==> src/rtl/nfp_match_extractor.sv <==
// -----------------------------------------------------------------------------
// nfp_match_extractor
//
// Purpose:
//   Turns the per-beat shift-or state vector of the non-fast-pattern matcher
//   into a serial stream of match records. Every zero bit of the state vector
//   is a match; bit 8*b+k == 0 means bucket k matched with the pattern ending
//   at byte b of the beat. Each match becomes one record carrying the packet
//   byte offset of the match end and the bucket id. Records leave in ascending
//   offset order, then ascending bucket order, at most one per cycle.
//
//   An end-of-packet beat with no matches still produces exactly one record
//   (out_hit=0, out_eop=1) so the rule checker always sees packet boundaries.
//   Non-eop beats with no matches are absorbed in a single cycle, no output.
//
// Ports:
//   clk, rst_n             clock, asynchronous active-low reset
//   in_valid/in_ready      state beat handshake
//   in_sop, in_eop         first / last beat of packet
//   in_data                shift-or state vector (8*NUM_BYTES bits)
//   out_valid/out_ready    match record handshake
//   out_hit                1 = match record, 0 = end-of-packet marker
//   out_offset             packet byte offset of the match end
//   out_bucket             bucket id of the match
//   out_eop                last record of the packet
// -----------------------------------------------------------------------------
module nfp_match_extractor #(
  parameter int NUM_BYTES   = 16,
  parameter int NUM_BUCKETS = 8,
  parameter int OFFSET_W    = 16
) (
  input  logic                       clk,
  input  logic                       rst_n,
  input  logic                       in_valid,
  input  logic                       in_sop,
  input  logic                       in_eop,
  input  logic [8*NUM_BYTES-1:0]     in_data,
  output logic                       in_ready,
  output logic                       out_valid,
  input  logic                       out_ready,
  output logic                       out_hit,
  output logic [OFFSET_W-1:0]        out_offset,
  output logic [2:0]                 out_bucket,
  output logic                       out_eop
);

  localparam int DATA_W   = NUM_BUCKETS * NUM_BYTES;
  localparam int IDX_W    = $clog2(DATA_W);
  localparam int BYTE_W   = IDX_W - 3;
  localparam int BEAT_W   = OFFSET_W - 4;
  // Wide enough that beat_idx*NUM_BYTES + byte can never overflow before
  // the saturation check looks at it.
  localparam int SUM_W    = OFFSET_W + BYTE_W + 1;

  // ---------------------------------------------------------------------------
  // Beat register
  // ---------------------------------------------------------------------------
  logic                full;      // a beat is held and still owes output
  logic [DATA_W-1:0]   pending;   // 1 = match not yet reported
  logic [BEAT_W-1:0]   beat_idx;  // beat number within the packet
  logic                eop_q;     // held beat is the last of its packet

  // ---------------------------------------------------------------------------
  // Record selection
  // ---------------------------------------------------------------------------
  logic [IDX_W-1:0]    sel_idx;       // lowest set pending bit
  logic                any_pending;
  logic                single_left;   // selected bit is the only one left
  logic                marker;        // owe an end-of-packet marker
  logic                last_rec;      // current record finishes the beat
  logic [BYTE_W-1:0]   rec_byte;
  logic [SUM_W-1:0]    off_sum;
  logic [OFFSET_W-1:0] rec_offset;

  logic                out_hs;
  logic                last_hs;
  logic                accept;

  // Priority encoder. Scanning from the top down lets the lowest set bit be
  // the last assignment, so it wins.
  // NOTE: every signal written in an always_comb gets a default at the top;
  // a path that leaves one unassigned would infer a latch.
  always_comb begin
    sel_idx = '0;
    for (int i = DATA_W - 1; i >= 0; i--) begin
      if (pending[i]) sel_idx = IDX_W'(i);
    end
  end

  assign any_pending = |pending;
  // Clearing the lowest set bit leaves zero exactly when one bit remains.
  assign single_left = any_pending && ((pending & (pending - 1'b1)) == '0);
  assign marker      = !any_pending && eop_q;
  assign last_rec    = marker || single_left;

  // Bit index splits into byte (upper bits) and bucket (low 3 bits). The
  // marker reports the last byte of the beat.
  assign rec_byte = marker ? BYTE_W'(NUM_BYTES - 1) : sel_idx[IDX_W-1:3];

  always_comb begin
    off_sum    = SUM_W'(beat_idx) * SUM_W'(NUM_BYTES) + SUM_W'(rec_byte);
    rec_offset = off_sum[OFFSET_W-1:0];
    if (|off_sum[SUM_W-1:OFFSET_W]) rec_offset = '1;
  end

  // ---------------------------------------------------------------------------
  // Handshakes
  // ---------------------------------------------------------------------------
  assign out_valid = full && (any_pending || eop_q);
  assign out_hs    = out_valid && out_ready;
  assign last_hs   = out_hs && last_rec;

  // Reload in the same cycle the last record of the held beat leaves, so a
  // stream of beats drains without bubbles.
  assign in_ready  = !full || last_hs;
  assign accept    = in_valid && in_ready;

  // Outputs are forced to zero while idle so downstream never sees stale
  // fields; while stalled they hold because the beat register does not move.
  assign out_hit    = out_valid && !marker;
  assign out_offset = out_valid ? rec_offset : '0;
  assign out_bucket = (out_valid && !marker) ? sel_idx[2:0] : 3'd0;
  assign out_eop    = out_valid && eop_q && last_rec;

  // ---------------------------------------------------------------------------
  // State update
  // ---------------------------------------------------------------------------
  // NOTE: sequential state uses non-blocking assignments only, so every
  // register samples the pre-edge values regardless of statement order.
  // NOTE: the pending mask is reset along with the control bits; a reset in
  // the middle of a drain must not leave stale matches to report later.
  always_ff @(posedge clk or negedge rst_n) begin
    if (!rst_n) begin
      full     <= 1'b0;
      pending  <= '0;
      beat_idx <= '0;
      eop_q    <= 1'b0;
    end else if (accept) begin
      // A non-eop beat with no matches owes nothing and is dropped at once.
      full    <= (~in_data != '0) || in_eop;
      pending <= ~in_data;
      eop_q   <= in_eop;
      if (in_sop) begin
        beat_idx <= '0;
      end else if (beat_idx != '1) begin
        beat_idx <= beat_idx + 1'b1;
      end
    end else if (out_hs) begin
      // Clear the reported (lowest) bit; harmless for the marker, where the
      // mask is already zero.
      pending <= pending & (pending - 1'b1);
      if (last_rec) full <= 1'b0;
    end
  end

endmodule

==> config.mk <==
export PLATFORM = sky130hd
export DESIGN_NAME = nfp_match_extractor
export DESIGN_NICKNAME = d
export VERILOG_FILES = /design/src/rtl/nfp_match_extractor.sv
export SDC_FILE = /design/constraint.sdc
export NUM_CORES = 1
export LEC_CHECK = 0
export BUFFER_PORTS_ARGS = -buffer_cell sky130_fd_sc_hd__buf_2
export CORE_MARGIN = 8
export CORE_UTILIZATION = 30
export DETAILED_ROUTE_END_ITERATION = 8
export GPL_ROUTABILITY_DRIVEN = 0
export GPL_TIMING_DRIVEN = 0
export REMOVE_ABC_BUFFERS = 1
export SLEW_MARGIN = 30
export SYNTH_ARGS = -nofsm -noshare
export SYNTH_HDL_FRONTEND = slang
export SYNTH_SLANG_ARGS = --single-unit
==> constraint.sdc <==
create_clock -name clk -period 9.1 [get_ports clk]
set_input_delay 0.455 -clock clk [delete_from_list [all_inputs] [get_ports clk]]
set_output_delay 0.455 -clock clk [all_outputs]
set_load 0.02 [all_outputs]
==> results of run 1 <==
cell type report:
type	instances	area [µm²]
inverters	51	191
multi-input cells	1045	6800
clock inverters	10	116
clock buffers	20	457
fillers	3793	23500
well taps	468	586
flip-flops and latches	142	3550
repair buffers	172	1150
cells in the mapped netlist, types with 4 or more instances:
cell	number
a21oi_1	34
or2_2	6
nand3_1	70
nand4b_1	10
o221ai_1	4
o22ai_2	7
o21ai_1	21
o41ai_1	17
o211ai_1	61
and3_1	9
or4_1	26
o311ai_0	29
nand2_1	83
clkbuf_1	94
o21a_1	9
and2_1	6
o32ai_1	7
o21bai_1	7
and4_1	5
a2111oi_0	7
a31oi_1	10
a211o_1	12
o2111ai_1	9
nor2_1	109
o31ai_1	26
inv_1	51
a21boi_0	6
nor3_1	48
buf_6	17
o22ai_1	7
nand4_1	76
o2111a_1	5
nor4_1	89
o21ai_0	46
o21ai_2	92
nand2b_1	4
or3_1	22
dfrtp_1	142
o31a_1	11
a211oi_1	7
power breakdown:
group          switching, mW  internal [mW]  total [mW]
registers              0.128          0.681       0.809
clock network          0.291          0.414       0.705
logic                  0.561          0.293       0.853
total                  0.980           1.39        2.37
sequential cells by signal, indices dropped and copies added (netlist names):
register  cells
eop_q         1
pending     128
full          1
beat_idx     12
metrics by stage:
stage	util	total power, mW	TNS (ns)
6_report	0.354	2.37	0
5_1_grt	0.354	2.46	0
4_1_cts	0.353	2.33	0
3_5_place_dp	0.337	1.62	0
3_3_place_gp	0.325	1.61	-611.59
2_1_floorplan	-	1.26	-67.69
metal layers:
metal	part of all wire	GRT usage
met1	0.40	0.277
met2	0.44	0.334
met3	0.096	0.0546
met4	0.065	0.133
met5	0.00049	0
cell families after synthesis:
group,after synthesis,synth area share
AOI/OAI and AO/OA,458,0.318
adders and majority gates,2,0.00205
muxes,3,0.00330
buffers and inverters,165,0.0682
DFF,142,0.323
and+or+nand+nor,582,0.285
worst paths after layout:
check,slack [ns],cells after the start,end,start
setup / recovery,2.11,15,pending[95],pending[0]
hold / removal,0.19,2,pending[61],in_data[61]
setup reg to reg,2.11,15,pending[95],pending[0]
hold reg to reg,0.53,1,beat_idx[10],beat_idx[10]
max in group asynchronous,7.73,4,beat_idx[0],rst_n
min in group asynchronous,0.49,2,pending[79],rst_n
repair_timing:
item,in CTS,in global routing
resized for setup,0,0
hold buffers,1,0
hold endpoints to repair,42,0
==> results by group, run 1 <==
Run status
  – Status: finished, final reports clean

Yosys
  – Netlist Area Pre-Place: 0.0110 mm²
  – Synthesized area per cell: between 8 and 9 µm²
  – Gate Count Post-Synth: 1,352
  – Sequential fraction of the synthesis area: 0.323
  – Yosys reg bits: 142
  – Asr flop ratio synth: 1.00
  – Top area cells in the synthesized netlist: dfrtp_1 32%, o21ai_2 7.3%, nor4_1 5.1%
  – Post-synthesis cell type count: 72
  – Post-synth EDFFs: 0
  – Top_reg_cell synth: dfrtp_1
  – Synth top area share: 0.323
  – Yosys warning total: 0
  – Post-synth top area cell: dfrtp_1

Pwr
  – Pwr Density: about 180 mW/mm²
  – Leak Pwr: 5.47 nW
  – Worst VDD drop: 0.000147 V

Final layout
  – Layout cells sized above 1: 0.231
  – Non-filler cells, final: 1,908
  – Fin nets: 1,564
  – Design Area, Final: 0.0129 mm²
  – Commonest non-fill, non-tap cell in the layout: buf_2
  – Diodes inserted: 0
  – Area grow syn2layout: 16.9%
  – Most frequent cells in the layout: 155 x buf_2, 142 x dfrtp_1, 107 x nor2_1

Floorplanning
  – Die Y: 207 µm
  – Die area: 0.0430 mm²
  – # rows: 70
  – Die width: 207 µm
  – Starting Density: 0.303
  – Num ports: 157
  – Core area: ~0.036 mm²

STA
  – Worst hold slack: 0.189 ns
  – Fin Clk Skew: 0.0184 ns
  – Count of final hold-check violations: 0
  – Minimum clock period after layout: 6.99 ns
  – Slew Limit Headroom: 0.315
  – Worst setup margin: around 2.1 ns
  – Max Freq: 143 MHz
  – Slew @ Worst Pin: between 1 and 1.5 ns
  – Slew Limit Fails: 0
  – Final setup fails: 0
  – RSZ-0062 raised after global routing: no
  – Final Cycle Share: 0.768

Critical path
  – CP startpoint kind: flop
  – CP arrival: 7.30 ns
  – Worst Setup End Kind: flop
  – Worst path required time: 9.41 ns
  – CP Cell Sequence: or4_1, or4_1, or4_1, or3_1, o21ai_4, buf_16, inv_1, nand2_2, nor2_1, and4b_1, nor2_4, buf_8, buf_16, buf_16, o22ai_1
  – Delay-heaviest family, CP: simple AND/OR/NAND/NOR gates
  – Slowest stage delay, CP: between 1 and 1.5 ns
  – WS Path Type: flop to flop
  – Crit-path max FO: 28
  – Crit-path slowest cell: or4_1
  – CP bufs+invs: 5

Clock network
  – Root buffer cell: clkbuf_16
  – CTS tree: built
  – CTS Buf Count: 17
  – Bufs on Longest Clock Path: 2
  – Clock tree sinks: between 100 and 150
  – Latest clock arrival within the worst-skew pair: 0.45 ns
  – Clock Pin Slew Worst Setup and Hold Paths: roughly 0.07 ns
  – Total setup buffers inserted after CTS: 0
  – H-tree levels: 4

GRT
  – Global-route wire length before repair: 74,800 µm
  – Vias in the first global route: 12,271
  – Congestion Overflow GR: 0
  – Antenna violations before repair: 2
  – Total GRT Usage: 0.219
  – Largest net degree at the start of global routing: 57

Hold path
  – HP Class: input port to flop

Drt
  – Final antenna-violating net count: 0
  – Drt wl/cell: 25.5 µm
  – DR pass1 iterations: 6
  – Initial DRC count: 1,636
  – Vias post-DR: 12,491
  – Via density: 6.55
  – DRC: 0
  – Detailed-route wire length: ~50,000 µm

Placement
  – Placed cell count: 1,877
  – Place WS: approximately 2.3 ns
  – I/O Buffers: 156
  – Placed inst area: 0.0123 mm²
  – HPWL Detailed: 37,800 µm

Flow run
  – Max cap viols: 0
No activity file was read; power rests on OpenSTA's default activity.
==> run 2, diff against run 1 <==
Settings changed: ABC_AREA from default to 1.
Clock period 9.1 ns to 6.6 ns, I/O delays scaled along.
==> run 2 against run 1 <==
  * The run now ends with setup timing left
  * Combinational power grew to 3.2 times the previous value
  * Design area increased by 19%
  * Cell count grew 19%
  * Clock skew down 0.0048 ns
  * Die area is 4.1% lower
  * Critical path depth is 113 higher
  * Critical path type is now flop to output pin
==> results by group, run 2 <==
Run status
  – Status: finished with violations
  – Failing checks: setup timing

Placement
  – HPWL Detailed: 27,200 µm
  – I/O Buffers: about 160
  – Place WS: -1.71 ns
  – Placed cell count: 2,104

Critical path
  – FF-to-FF path depth: 74
  – Crit-path max FO: 2
  – WS Path Type: flop to output pin
  – Reg2reg start: pending[1]
  – Slowest stage delay, CP: 0.41 ns
  – Worst path required time: 6.27 ns
  – Crit-path slowest cell: dfrtp_1
  – CP startpoint kind: flop
  – Most numerous cell on the critical path: nand2_1
  – Worst Setup End Kind: output pin
  – CP arrival: ~7.6 ns
  – RR Endpoint: pending[123]
  – Reg2Reg Setup Slack: -1.13 ns

Drt
  – Via density: between 5 and 6
  – Initial DRC count: ~1,100
  – Vias post-DR: 12,436
  – DR pass1 iterations: 6
  – Final antenna-violating net count: 0
  – Drt wl/cell: around 20 µm
  – DRC: 0
  – Detailed-route wire length: 45,000 µm

Hold path
  – Hold_sp: in_data[36]
  – HP Class: input port to flop
  – Worst Hold Depth: 2
  – Hold EP: pending[36]

Yosys
  – Cell with the most instances after synthesis: inv_1
  – Post-synth top area cell: dfrtp_1
  – Top cell types by occurrence after synthesis: 293 x inv_1, 256 x nand2_1, 205 x nor2_1
  – Netlist Area Pre-Place: between 0.01 and 0.015 mm²
  – Top_reg_cell synth: dfrtp_1
  – Top area cells in the synthesized netlist: dfrtp_1 34%, o221ai_1 11%, inv_1 10%
  – Post-synth EDFFs: 0
  – Sequential fraction of the synthesis area: 0.338
  – Synthesized area per cell: between 6 and 7 µm²
  – Asr flop ratio synth: 1.00
  – Gate Count Post-Synth: 1,540
  – Yosys warning total: 0
  – Yosys reg bits: 142
  – Post-synthesis cell type count: 42
  – Synth top area share: 0.338

Clock network
  – H-tree levels: 4
  – Root buffer cell: clkbuf_16
  – Clock tree sinks: around 140
  – CTS tree: built
  – Clock Pin Slew Worst Setup and Hold Paths: 0.07 ns
  – Bufs on Longest Clock Path: 2
  – Latest clock arrival within the worst-skew pair: 0.44 ns
  – CTS Buf Count: 17

STA
  – Worst hold slack: 0.110 ns
  – Slew Limit Headroom: 0.464
  – Final Cycle Share: 1.20
  – Max Freq: between 100 and 150 MHz
  – Count of final hold-check violations: 0
  – Final setup fails: about 150
  – Slew @ Worst Pin: 0.804 ns
  – RSZ-0062 raised after global routing: yes
  – Fin Clk Skew: 0.0136 ns
  – Slew Limit Fails: 0
  – Worst setup margin: -1.33 ns
  – Minimum clock period after layout: 7.93 ns

Final layout
  – Area of the multi-input gates: 0.00674 mm²
  – Most frequent cells in the layout: 291 x inv_1, 253 x nand2_1, 200 x nor2_1
  – Fin nets: between 1,500 and 2,000
  – Top reg by flops: pending
  – Largest regs: pending x128, beat_idx x12
  – Layout cells sized above 1: 0.317
  – Register Area: roughly 0.0036 mm²
  – Non-filler cells, final: 2,270
  – Area grow syn2layout: 46.1%
  – Max reg flops: 128
  – Commonest non-fill, non-tap cell in the layout: inv_1
  – # fillers: 3,413

GRT
  – Congestion Overflow GR: 0
  – Vias in the first global route: 12,599
  – Largest net degree at the start of global routing: 63
  – Antenna violations before repair: 0
  – Total GRT Usage: 0.216
  – Global-route wire length before repair: slightly above 70,000 µm

Floorplanning
  – # rows: 68
  – Starting Density: 0.304
  – Die width: 203 µm
  – Die Y: about 200 µm
  – Core area: 0.0345 mm²
  – Die area: 0.0413 mm²
  – Num ports: around 160

Pwr
  – Total power: between 5 and 6 mW
  – Worst VDD drop: approximately 0.00019 V
  – Leak Pwr: 6.98 nW
  – Pwr Density: 335 mW/mm²

Flow run
  – Max cap viols: 0
## run 2: cell count changes after synthesis, sizes merged, moves of 54 or more
cell,change
inv,+264
nor4,-66
nand3,+82
nand2,+177
o211ai,-60
o221ai,+123
nor2,+114
clkbuf,-54
o21ai,-101
## run 2: logic make-up (layout without fill, tap and decap cells)
kind of cell,after synthesis,after routing,share of synthesized area
buffers and inverters,370,638,0.138
adders and majority gates,1,1,0.00119
AOI/OAI and AO/OA,257,257,0.176
and+or+nand+nor,770,776,0.346
DFF,142,142,0.338
other,0,1,0
## run 2: critical path, delay by kind of cell, from the launching register on
| kind | cells | cell delay (ns) |
|---|---|---|
| and+or+nand+nor | 125 | 6.33 |
| DFF | 1 | 0.41 |
| buffers and inverters | 2 | 0.22 |
| AOI/OAI and AO/OA | 1 | 0.20 |
## run 2: through the flow
stage / cell area [µm²] / setup TNS [ns] / utilization
final: 15400 / -111.34 / 0.444
after global routing: 15300 / -196.88 / 0.444
after CTS: 15300 / -90.38 / 0.444
after detailed placement: 11800 / -148.88 / 0.342
after global placement: 11600 / -927.91 / 0.336
after floorplan: 10200 / -369.91 / -
## run 2: where the power goes
group          switching (mW)  leakage [nW]  internal, mW
combinational            1.66          4.92          1.04
clock                   0.432         0.236         0.478
sequential              0.393          1.83          1.15
total                    2.48          6.98          2.67
## run 2: what timing repair did
action	4_1_cts	5_1_grt
setup buffers	104	1
cloned	34	0
hold buffers	1	0
endpoints found under the hold margin	37	0
resized for setup	284	9
pin swaps	16	1
endpoints found under the setup margin	145	146
## run 2: how the worst max path moves through the flow
stage,start,end
6_report,pending[126],out_bucket[0]
2_1_floorplan,pending[4],pending[32]
4_1_cts,pending[126],out_bucket[0]
3_3_place_gp,pending[2],pending[32]
5_1_grt,pending[126],out_bucket[0]
3_5_place_dp,pending[5],beat_idx[11]
## run 2: final cells by class
| cell class | count | area share |
|---|---|---|
| Multi-Input combinational cell | 1034 | 0.439 |
| Sequential cell | 142 | 0.232 |
| Timing Repair Buffer | 291 | 0.180 |
| Inverter | 315 | 0.0780 |
| Tap cell | 455 | 0.0371 |
| Clock buffer | 18 | 0.0280 |
| Clock inverter | 14 | 0.00636 |
| Antenna cell | 1 | 0.000163 |
## run 2: layer usage
layer	track usage	part of all wire
met3	0.0428	0.077
met2	0.348	0.46
met4	0.0648	0.025
met5	0	0
met1	0.290	0.43
==> run 3, diff against run 2 <==
Settings changed: SETUP_SLACK_MARGIN from default to 0.2.
==> run 3 against run 2 <==
  * The flow still finishes with violations (setup timing)
  * Critical path depth is 2 lower
  * Worst setup slack better by 0.057 ns
  * Count of clock-buffer cells in the layout stayed put
  * Critical endpoint unchanged
  * Largest power group unchanged
  * Highest routed layer unchanged
==> results by group, run 3 (synthesis gave the netlist of run 2 again) <==
Run status
  – Status: finished with violations
  – Failing checks: setup timing

Final layout
  – Area grow syn2layout: 47.0%
  – Layout cells sized above 1: 0.319
  – Finished Core Util: 0.447
  – Most frequent cells in the layout: 291 x inv_1, 252 x nand2_1, 200 x nor2_1
  – Top reg by flops: pending
  – Fin nets: just under 2,000
  – Max reg flops: 128
  – Commonest non-fill, non-tap cell in the layout: inv_1
  – Largest regs: pending x128, beat_idx x12

STA
  – Slew @ Worst Pin: about 0.82 ns
  – Slew Limit Headroom: 0.447
  – Final Cycle Share: 1.19
  – Worst setup margin: -1.27 ns
  – Final setup fails: 145
  – Max Freq: 127 MHz
  – Fin Clk Skew: 0.0138 ns
  – Slew Limit Fails: 0
  – RSZ-0062 raised after global routing: yes
  – Worst hold slack: 0.113 ns
  – Minimum clock period after layout: about 7.9 ns
  – Count of final hold-check violations: 0

Critical path
  – CP arrival: between 7 and 8 ns
  – CP startpoint kind: flop
  – Most numerous cell on the critical path: nand2_1
  – Delay-heaviest family, CP: simple AND/OR/NAND/NOR gates
  – Reg2reg start: pending[1]
  – Worst Setup End Kind: output pin
  – Worst setup path startpoint: pending[124]
  – Worst path required time: 6.27 ns
  – WS Path Type: flop to output pin
  – Crit-path slowest cell: dfrtp_1
  – CP bufs+invs: 2
  – Crit-path max FO: 5
  – Slowest stage delay, CP: 0.48 ns

Clock network
  – Root buffer cell: clkbuf_16
  – CTS Buf Count: 17
  – Clock Pin Slew Worst Setup and Hold Paths: roughly 0.07 ns
  – Latest clock arrival within the worst-skew pair: 0.44 ns
  – Bufs on Longest Clock Path: 2
  – CTS tree: built
  – Clock tree sinks: 142
  – H-tree levels: 4

GRT
  – Congestion Overflow GR: 0
  – Antenna violations before repair: 0
  – Total GRT Usage: 0.216
  – Vias in the first global route: 12,577
  – Largest net degree at the start of global routing: 63
  – Global-route wire length before repair: just over 70,000 µm

Floorplanning
  – Core area: 0.0345 mm²
  – Die Y: 203 µm
  – Num ports: 157
  – Starting Density: 0.304
  – # rows: 68
  – Die area: just over 0.04 mm²
  – Die width: 203 µm

Drt
  – Via density: 5.48
  – Vias post-DR: 12,466
  – Detailed-route wire length: around 45,000 µm
  – Initial DRC count: 985
  – DR pass1 iterations: 6
  – Final antenna-violating net count: 0
  – Drt wl/cell: 19.7 µm
  – DRC: 0

Pwr
  – Int Pwr: 2.70 mW
  – Total power: 5.18 mW
  – Worst VDD drop: 0.000191 V
  – NetSw: 2.48 mW
  – Leak Pwr: 7.03 nW
  – Gate power share: 0.528
  – Pwr Density: 335 mW/mm²
  – Clk pwr share: 0.175
  – Sequential share of power: 0.297
  – Sw frac: 0.479

Hold path
  – Hold_sp: in_data[36]
  – HP Class: input port to flop

Placement
  – HPWL Detailed: 27,200 µm
  – I/O Buffers: 156

Flow run
  – Max cap viols: 0
## run 3: worst register-to-register path: cells and delay by family (launching register included)
family | cells | cell delay (ns)
AO/OA/AOI/OAI | 2 | 0.23
flip-flops | 1 | 0.43
AND/OR/NAND/NOR | 29 | 3.38
buffers and inverters | 46 | 3.57
## run 3: area by class of cell
class,count,area [µm²]
inverters,315,1200
fillers,3395,19100
repair buffers,295,2860
flip-flops and latches,142,3550
multi-input cells,1034,6740
clock inverters,14,97.6
well taps,455,569
diodes,1,2.50
clock buffers,18,429
## run 3: timing repair
action | 4_1_cts | 5_1_grt
gates cloned | 34 | 0
endpoints found under the hold margin | 37 | 0
resized for setup | 303 | 5
setup buffers | 100 | 2
hold buffers | 1 | 0
pin swaps | 16 | 1
endpoints found under the setup margin | 145 | 146
## run 3: worst paths after layout
check	to	slack, ns	cells past startpoint
min in group asynchronous	pending[27]	0.36	2
min reg2reg	beat_idx[11]	0.46	1
max	out_bucket[0]	-1.27	126
min	pending[36]	0.11	2
max in group asynchronous	pending[81]	5.29	4
max reg2reg	pending[123]	-1.15	77
## run 3: layer usage
| layer | vias up | wire length [µm] | track usage | part of all wire |
|---|---|---|---|---|
| met5 | - | 0 | 0 | 0 |
| met4 | 0 | 1160 | 0.0645 | 0.026 |
| met3 | 84 | 3530 | 0.0433 | 0.079 |
| met2 | 569 | 20800 | 0.348 | 0.46 |
| met1 | 5965 | 19400 | 0.289 | 0.43 |
| li1 | 5848 | - | - | - |
## run 3: metrics by stage
| stage | worst slack (ns) | cell area [µm²] | cells | setup TNS [ns] |
|---|---|---|---|---|
| after floorplan | -2.94 | 10200 | 1485 | -369.91 |
| after global placement | -7.27 | 11600 | 2096 | -927.91 |
| after detailed placement | -1.71 | 11800 | 2104 | -148.88 |
| after CTS | -1.17 | 15400 | 2271 | -90.47 |
| after global routing | -2.52 | 15400 | 2273 | -200.41 |
| final | -1.27 | 15500 | 2274 | -110.29 |
## run 3: power groups by stage
stage | sequential [mW] | clock (mW) | combinational [mW]
after floorplan | 1.42 | 0 | 1.62
after global placement | 1.50 | 0 | 2.11
after detailed placement | 1.50 | 0 | 2.15
after CTS | 1.51 | 0.924 | 2.65
after global routing | 1.58 | 0.958 | 3.05
final | 1.54 | 0.907 | 2.73
